### config.mk
export PLATFORM = sky130hd
export DESIGN_NAME = sp_dram_port
export DESIGN_NICKNAME = d
export VERILOG_FILES = /design/src/rtl/sp_dram_port_pkg.sv /design/src/rtl/sp_line_buf.sv /design/src/rtl/sp_dram_port.sv
export SDC_FILE = /design/constraint.sdc
export NUM_CORES = 1
export LEC_CHECK = 0
export CAP_MARGIN = 30
export CORE_MARGIN = 1
export CORE_UTILIZATION = 30
export DETAILED_ROUTE_END_ITERATION = 8
export GPL_TIMING_DRIVEN = 0
export PLACE_DENSITY = 0.55
export SLEW_MARGIN = 10
export SYNTH_ARGS = -nofsm -noshare
export SYNTH_HDL_FRONTEND = slang
export SYNTH_HIERARCHICAL = 1
export SYNTH_SLANG_ARGS = --single-unit
### constraint.sdc
create_clock -name clk -period 3.9 [get_ports clk]
set_clock_uncertainty 0.15 [all_clocks]
set_input_delay 0.78 -clock clk [delete_from_list [all_inputs] [get_ports clk]]
set_output_delay 0.78 -clock clk [all_outputs]
set_load 0.05 [all_outputs]
### src/rtl/sp_dram_port_pkg.sv
// sp_dram_port_pkg: shared sizes, types and state encoding for the
// word-to-line DRAM adapter.
package sp_dram_port_pkg;

  localparam int LINE_BYTES      = 16;
  localparam int WORDS_PER_LINE  = 4;
  localparam int LINE_ADDR_WIDTH = 25;

  typedef logic [LINE_ADDR_WIDTH-1:0]        line_t;
  typedef logic [$clog2(WORDS_PER_LINE)-1:0] widx_t;
  typedef logic [LINE_BYTES*8-1:0]           ldata_t;
  typedef logic [LINE_BYTES-1:0]             lmask_t;

  typedef enum logic [2:0] {
    ST_IDLE,
    ST_FLUSH,
    ST_RD_REQ,
    ST_RD_WAIT,
    ST_RESP
  } state_e;

  typedef enum logic [1:0] {
    OP_NONE,
    OP_WR,
    OP_RD
  } op_e;

  function automatic lmask_t word_mask(input widx_t w,
                                       input logic [3:0] be);
    word_mask = lmask_t'(be) << {w, 2'b00};
  endfunction

endpackage

### src/rtl/sp_line_buf.sv
// sp_line_buf: single write-combining line (tag, data, dirty bytes,
// fetched flag) with byte merge, hit detection and word select.
module sp_line_buf
  import sp_dram_port_pkg::*;
(
  input  logic        clk,
  input  logic        rst,
  input  line_t       line,
  input  widx_t       word,
  input  logic        wr_en,
  input  logic [31:0] wr_data,
  input  logic [3:0]  wr_be,
  input  logic        fill_en,
  input  ldata_t      fill_data,
  input  logic        clr_dirty,
  output logic        tag_hit,
  output logic        hit,
  output logic [31:0] rd_word,
  output logic        dirty,
  output line_t       tag,
  output ldata_t      data,
  output lmask_t      bmask
);

  line_t  tag_q, tag_d;
  ldata_t data_q, data_d, bit_mask;
  lmask_t bmask_q, bmask_d, wmask;
  logic   lvalid_q, lvalid_d;

  assign tag_hit = tag_q == line;
  assign rd_word = data_q[{word, 5'b0} +: 32];
  assign hit     = tag_hit &&
                   (lvalid_q || &bmask_q[{word, 2'b00} +: 4]);
  assign dirty   = |bmask_q;
  assign tag     = tag_q;
  assign data    = data_q;
  assign bmask   = bmask_q;

  always_comb begin
    wmask = word_mask(word, wr_be);
    for (int i = 0; i < LINE_BYTES; i++) begin
      bit_mask[8*i +: 8] = {8{wmask[i]}};
    end
  end

  always_comb begin
    tag_d    = tag_q;
    data_d   = data_q;
    bmask_d  = bmask_q;
    lvalid_d = lvalid_q;
    if (clr_dirty) bmask_d = '0;
    if (fill_en) begin
      tag_d    = line;
      data_d   = fill_data;
      bmask_d  = '0;
      lvalid_d = 1'b1;
    end else if (wr_en) begin
      // A new line starts with no fetched data and no dirty bytes
      if (!tag_hit) begin
        bmask_d  = '0;
        lvalid_d = 1'b0;
      end
      tag_d   = line;
      data_d  = (data_q & ~bit_mask) | ({4{wr_data}} & bit_mask);
      bmask_d = bmask_d | wmask;
    end
  end

  always_ff @(posedge clk) begin
    if (!rst) begin
      tag_q    <= '0;
      data_q   <= '0;
      bmask_q  <= '0;
      lvalid_q <= 1'b0;
    end else begin
      tag_q    <= tag_d;
      data_q   <= data_d;
      bmask_q  <= bmask_d;
      lvalid_q <= lvalid_d;
    end
  end

endmodule

### src/rtl/sp_dram_port.sv
// sp_dram_port: 32-bit client words to 128-bit masked DRAM lines.
// Optional idle auto-flush: define SP_DRAM_PORT_FLUSH_TIMER_EN.
module sp_dram_port
  import sp_dram_port_pkg::*;
#(
  parameter int ADDR_WIDTH   = 27,
  parameter int FLUSH_CYCLES = 64
) (
  input  logic                       clk,
  input  logic                       rst,
  input  logic [ADDR_WIDTH-1:0]      addr,
  input  logic [31:0]                din,
  input  logic [3:0]                 be,
  input  logic                       we,
  input  logic                       re,
  output logic                       ready,
  output logic [31:0]                dout,
  output logic                       dout_valid,
  output logic [LINE_ADDR_WIDTH-1:0] mem_addr,
  output logic [127:0]               mem_din,
  output logic [15:0]                mem_mask,
  output logic                       mem_we,
  output logic                       mem_re,
  input  logic [127:0]               mem_dout,
  input  logic                       mem_ready
);

  state_e      state_q, state_d;
  op_e         op_q, op_d;
  line_t       req_line_q, req_line_d;
  widx_t       req_word_q, req_word_d;
  logic [31:0] req_din_q, req_din_d;
  logic [3:0]  req_be_q, req_be_d;
  logic        wait_first_q, wait_first_d;
  logic [31:0] dout_q, dout_d;
  logic        dout_valid_q, dout_valid_d;

  line_t       in_line, cur_line, buf_tag;
  widx_t       in_word, cur_word;
  logic [31:0] cur_din, buf_word;
  logic [3:0]  cur_be;
  logic        idle, buf_wr, buf_fill, buf_clr;
  logic        tag_hit, hit, dirty, flush_due;
  ldata_t      buf_data;
  lmask_t      buf_bmask;

  assign in_line    = addr[ADDR_WIDTH-1:2];
  assign in_word    = addr[1:0];
  assign idle       = state_q == ST_IDLE;
  assign cur_line   = idle ? in_line : req_line_q;
  assign cur_word   = idle ? in_word : req_word_q;
  assign cur_din    = idle ? din : req_din_q;
  assign cur_be     = idle ? be : req_be_q;
  assign ready      = rst && idle;
  assign dout       = dout_q;
  assign dout_valid = dout_valid_q;

  sp_line_buf u_buf (
    .clk       (clk),
    .rst       (rst),
    .line      (cur_line),
    .word      (cur_word),
    .wr_en     (buf_wr),
    .wr_data   (cur_din),
    .wr_be     (cur_be),
    .fill_en   (buf_fill),
    .fill_data (mem_dout),
    .clr_dirty (buf_clr),
    .tag_hit   (tag_hit),
    .hit       (hit),
    .rd_word   (buf_word),
    .dirty     (dirty),
    .tag       (buf_tag),
    .data      (buf_data),
    .bmask     (buf_bmask)
  );

`ifdef SP_DRAM_PORT_FLUSH_TIMER_EN
  localparam int CW = $clog2(FLUSH_CYCLES + 1);
  logic [CW-1:0] idle_cnt_q, idle_cnt_d;

  assign flush_due = dirty && idle_cnt_q == CW'(FLUSH_CYCLES - 1);

  always_comb begin
    idle_cnt_d = '0;
    if (idle && !we && !re && dirty && !flush_due)
      idle_cnt_d = idle_cnt_q + 1'b1;
  end

  always_ff @(posedge clk) begin
    if (!rst) idle_cnt_q <= '0;
    else      idle_cnt_q <= idle_cnt_d;
  end
`else
  logic unused_cfg;
  assign unused_cfg = FLUSH_CYCLES != 0;
  assign flush_due  = 1'b0;
`endif

  always_comb begin
    state_d      = state_q;
    op_d         = op_q;
    req_line_d   = req_line_q;
    req_word_d   = req_word_q;
    req_din_d    = req_din_q;
    req_be_d     = req_be_q;
    wait_first_d = 1'b0;
    dout_d       = dout_q;
    dout_valid_d = 1'b0;
    buf_wr       = 1'b0;
    buf_fill     = 1'b0;
    buf_clr      = 1'b0;
    mem_we       = 1'b0;
    mem_re       = 1'b0;
    mem_addr     = '0;
    mem_din      = '0;
    mem_mask     = '0;
    if (rst) begin
      unique case (state_q)
        ST_IDLE: begin
          if (we || re) begin
            req_line_d = in_line;
            req_word_d = in_word;
            req_din_d  = din;
            req_be_d   = be;
          end
          if (we) begin
            op_d = OP_WR;
            if (!dirty || tag_hit) buf_wr = 1'b1;
            else state_d = ST_FLUSH;
          end else if (re) begin
            op_d = OP_RD;
            if (hit) begin
              dout_d       = buf_word;
              dout_valid_d = 1'b1;
            end else begin
              state_d = dirty ? ST_FLUSH : ST_RD_REQ;
            end
          end else if (flush_due) begin
            op_d    = OP_NONE;
            state_d = ST_FLUSH;
          end
        end
        ST_FLUSH: begin
          if (mem_ready) begin
            mem_we   = 1'b1;
            mem_addr = buf_tag;
            mem_din  = buf_data;
            mem_mask = buf_bmask;
            buf_clr  = 1'b1;
            unique case (op_q)
              OP_WR: begin
                buf_wr  = 1'b1;
                state_d = ST_IDLE;
              end
              OP_RD:   state_d = ST_RD_REQ;
              default: state_d = ST_IDLE;
            endcase
          end
        end
        ST_RD_REQ: begin
          if (mem_ready) begin
            mem_re       = 1'b1;
            mem_addr     = req_line_q;
            wait_first_d = 1'b1;
            state_d      = ST_RD_WAIT;
          end
        end
        ST_RD_WAIT: begin
          // The controller's ready on the cycle right after the strobe is stale
          if (!wait_first_q && mem_ready) begin
            buf_fill     = 1'b1;
            dout_d       = mem_dout[{req_word_q, 5'b0} +: 32];
            dout_valid_d = 1'b1;
            state_d      = ST_RESP;
          end
        end
        ST_RESP: state_d = ST_IDLE;
        default: state_d = ST_IDLE;
      endcase
    end
  end

  always_ff @(posedge clk) begin
    if (!rst) begin
      state_q      <= ST_IDLE;
      op_q         <= OP_NONE;
      req_line_q   <= '0;
      req_word_q   <= '0;
      req_din_q    <= '0;
      req_be_q     <= '0;
      wait_first_q <= 1'b0;
      dout_q       <= '0;
      dout_valid_q <= 1'b0;
    end else begin
      state_q      <= state_d;
      op_q         <= op_d;
      req_line_q   <= req_line_d;
      req_word_q   <= req_word_d;
      req_din_q    <= req_din_d;
      req_be_q     <= req_be_d;
      wait_first_q <= wait_first_d;
      dout_q       <= dout_d;
      dout_valid_q <= dout_valid_d;
    end
  end

endmodule

==> results.py <==
metrics = {
    "power_and_ir_drop": {
        "peakVddDrop_uv": 312,
        "internal_power_w": 0.00758,
        "clkPwrFrac_pct": 27.2,
        "p_comb_share_pct": 46.4,
        "total_power_w": 0.0127,
        "powerDensity_mw_per_mm2": 548,
        "seq_power_share_pct": 26.4,
        "p_leak_nw": 11.1,
        "netSwitchingPower_w": 0.00509,
        "switching_share_pct": 40.2,
    },
    "logic_synthesis": {
        "synth-simple-area-share_pct": 19.2,
        "synthAdderAreaFrac_pct": 0,
        "synth_edf_count": 0,
        "syn_area_per_cell_um2": 9.06,
        "synth-compound-area-share_pct": 19.0,
        "yosys_warnings": 6,
        "syn_inst": 1770,
        "synth_area_mm2": 0.0160,
        "async_reset_ff_share_pct": 0,
        "synth_ff_type": "dfxtp_1",
        "ys_ff_latch": 272,
        "muxShareOfSynthArea_pct": 21.0,
        "synthesis.nets": 1966,
        "yosys.cell_types.count": 53,
        "synthXorXnorAreaFrac_pct": 1.42,
        "yosysSeqAreaShare_pct": 34.0,
        "synth_top_family_by_area": "multiplexers",
    },
    "placed_design": {
        "place_ws_ns": -1.24,
        "io_buffers": 400,
        "gp_congestion": 0.898,
        "post-dp-hpwl_mm": 59.9,
    },
    "worst_setup_path": {
        "critical_path_class": "reg2reg",
        "startpoint_type": "register",
        "r2r-start": "state_q[1]",
        "crit_path_max_fanout": 10,
        "crit_start": "state_q[1]",
        "endpoint_kind": "register",
        "rr_worst_depth": 14,
        "required_ns": 4.23,
        "arrival_ns": 4.39,
    },
    "layout": {
        "multi_input_area_mm2": 0.00991,
        "area_delta_synth_final_pct": 44.2,
        "seq_area_mm2": 0.00545,
        "mostFrequentLayoutCell": "nand2_1",
        "final_nets": 2450,
        "fin_util_pct": 43.9,
        "fill_cells": 5174,
        "final_cell_mix": "313 x nand2_1, 270 x dfxtp_1, 228 x clkdlybuf4s50_1",
        "drive_above_1_share_pct": 22.2,
    },
    "clock_tree": {
        "htreeDepth": 2,
        "numCtsBuffers": 37,
        "clk_path_buf_depth": 3,
        "hold_buffers": 0,
        "clkSlewWorstSetupHoldPaths_ns": 0.06,
        "worst_skew_pair.late_latency_ns": 0.55,
        "cts_sinks": 272,
        "ctsRootBufferMaster": "clkbuf_16",
        "cts_tree": "built",
    },
    "global_route": {
        "first_global_vias": 16600,
        "grt_pass1_wl_mm": 114,
        "grt-ovfl-total": 0,
        "grt_max_degree": 12,
        "antenna_found_initial": 11,
        "track_usage_pct": 29.1,
        "met3_usage_pct": 7.42,
        "grt_busiest_layer": "met2",
        "grt_util_met1_pct": 36.0,
        "use_met2_pct": 46.8,
    },
    "routing": {
        "wl_per_cell_um": 27.4,
        "wl_mm": 81.4,
        "dr.pass1.iters": 6,
        "route.detailed.drc": 0,
        "drt_iter0_drc": 1581,
        "avgViaCountPerCell": 5.63,
        "vias": 16700,
        "ant_nets": 0,
    },
    "worst_hold_path": {
        "holdPathStages": 1,
        "hold_class": "reg2reg",
        "hold_start": "dout[3]",
    },
    "sta": {
        "setup_viol": 150,
        "hold_viol_final": 0,
        "slew_headroom_pct": 39.3,
        "worst_pin_slew_ns": 0.911,
        "fin_crit_sh_pct": 104,
        "finalSetupTns_ns": -9.88,
        "setup_ws_ns": -0.161,
        "finalMaxSlewViolations": 0,
        "rsz0062_at_grt": "yes",
        "fmax_mhz": 246,
        "fin_crit_ns": 4.06,
    },
    "die": {
        "core.rowCount": 84,
        "fp.dieH_um": 233,
        "dieArea_mm2": 0.0544,
        "io_pins": 401,
        "die_x_um": 233,
        "core_region_area_mm2": 0.0527,
        "start_util_pct": 30.5,
    },
    "run_status": {
        "status": "finished with violations",
        "violations": "setup timing",
    },
    "job": {
        "drv_cap": 0,
    },
}
through the flow:
step           hold slack (ns)  cells  area, µm²
5_1_grt                  0.331   2971      23100
3_3_place_gp             0.298   2858      20900
4_1_cts                  0.313   2962      23000
2_1_floorplan            0.280   1770      16100
6_report                 0.312   2974      23100
3_5_place_dp             0.296   2858      20900
power groups by stage:
stage | logic [W] | registers (W) | clock network [W]
finish | 0.00589 | 0.00334 | 0.00345
global route | 0.00618 | 0.00338 | 0.00360
CTS | 0.00570 | 0.00333 | 0.00349
detailed placement | 0.00501 | 0.00338 | 0
global placement | 0.00496 | 0.00336 | 0
floorplan | 0.00332 | 0.00331 | 0
cells by family (layout without fill, tap and decap cells):
| logic type | Yosys count | after routing |
|---|---|---|
| buffers and inverters | 190 | 703 |
| and+or+nand+nor | 603 | 603 |
| AOI/OAI and AO/OA | 391 | 391 |
| other | 0 | 3 |
| muxes | 288 | 288 |
| DFF | 272 | 272 |
| xor gates and xnor gates | 26 | 26 |
synth_stat cells (5+ instances only):
master | n | area (µm²)
nand2_1 | 314 | 1180
dfxtp_1 | 272 | 5450
mux2i_1 | 192 | 1920
and3_1 | 144 | 901
o211a_1 | 116 | 1160
clkbuf_1 | 102 | 383
a21boi_0 | 69 | 518
mux2_2 | 63 | 709
buf_2 | 61 | 305
a21oi_1 | 47 | 235
nor2_1 | 41 | 154
mux4_2 | 33 | 743
o22ai_1 | 33 | 206
o2bb2ai_1 | 33 | 289
a22oi_1 | 29 | 218
xor2_1 | 26 | 228
nand4_1 | 24 | 150
a21boi_1 | 22 | 165
o21ai_0 | 21 | 105
and2_1 | 18 | 113
nor3b_1 | 16 | 120
o21ai_1 | 13 | 65.1
nand4b_1 | 10 | 87.6
buf_6 | 7 | 78.8
clkbuf_2 | 6 | 30.0
inv_1 | 6 | 22.5
nor4_4 | 5 | 106
path summary, 6_finish.rpt:
| check | to | slack (ns) |
|---|---|---|
| max | dout[11] | -0.16 |
| min | dout[3] | 0.31 |
| max reg2reg | dout[11] | -0.16 |
| min reg2reg | dout[3] | 0.31 |
repair_timing:
action                                  CTS  global route
cloned                                    4             0
pin swaps                                12             1
buffers inserted                         34            14
resized for setup                       609            53
endpoints found under the setup margin  373           294
cell type report:
cell class	instances	area share, %
plain buffers	180	4.56
multi-input cells	1308	42.8
repair buffers	448	19.9
inverters	7	0.114
clock buffers	55	4.96
well taps	688	3.72
flip-flops and latches	272	23.6
diodes	3	0.0325
clock inverters	13	0.346
routing by layer:
| metal | part of all wire (%) | wire [µm] |
|---|---|---|
| met4 | 4.6 | 3780 |
| met2 | 46 | 37400 |
| met1 | 40 | 32500 |
| met3 | 9.5 | 7700 |
| met5 | 0.098 | 80 |
worst max-delay path, stage by stage, from the launching register on:
cell	delay, ns
dfxtp_1	0.31
buf_6	0.13
nor3_4	0.22
buf_12	0.16
buf_12	0.10
buf_12	0.11
buf_12	0.11
mux2_2	0.38
buf_2	0.22
mux4_2	0.48
a2111oi_2	0.49
o2bb2ai_1	0.19
nand3_1	0.36
clkbuf_4	0.39
o2bb2ai_1	0.18
Note: power is estimated with default switching activity, not from simulation.
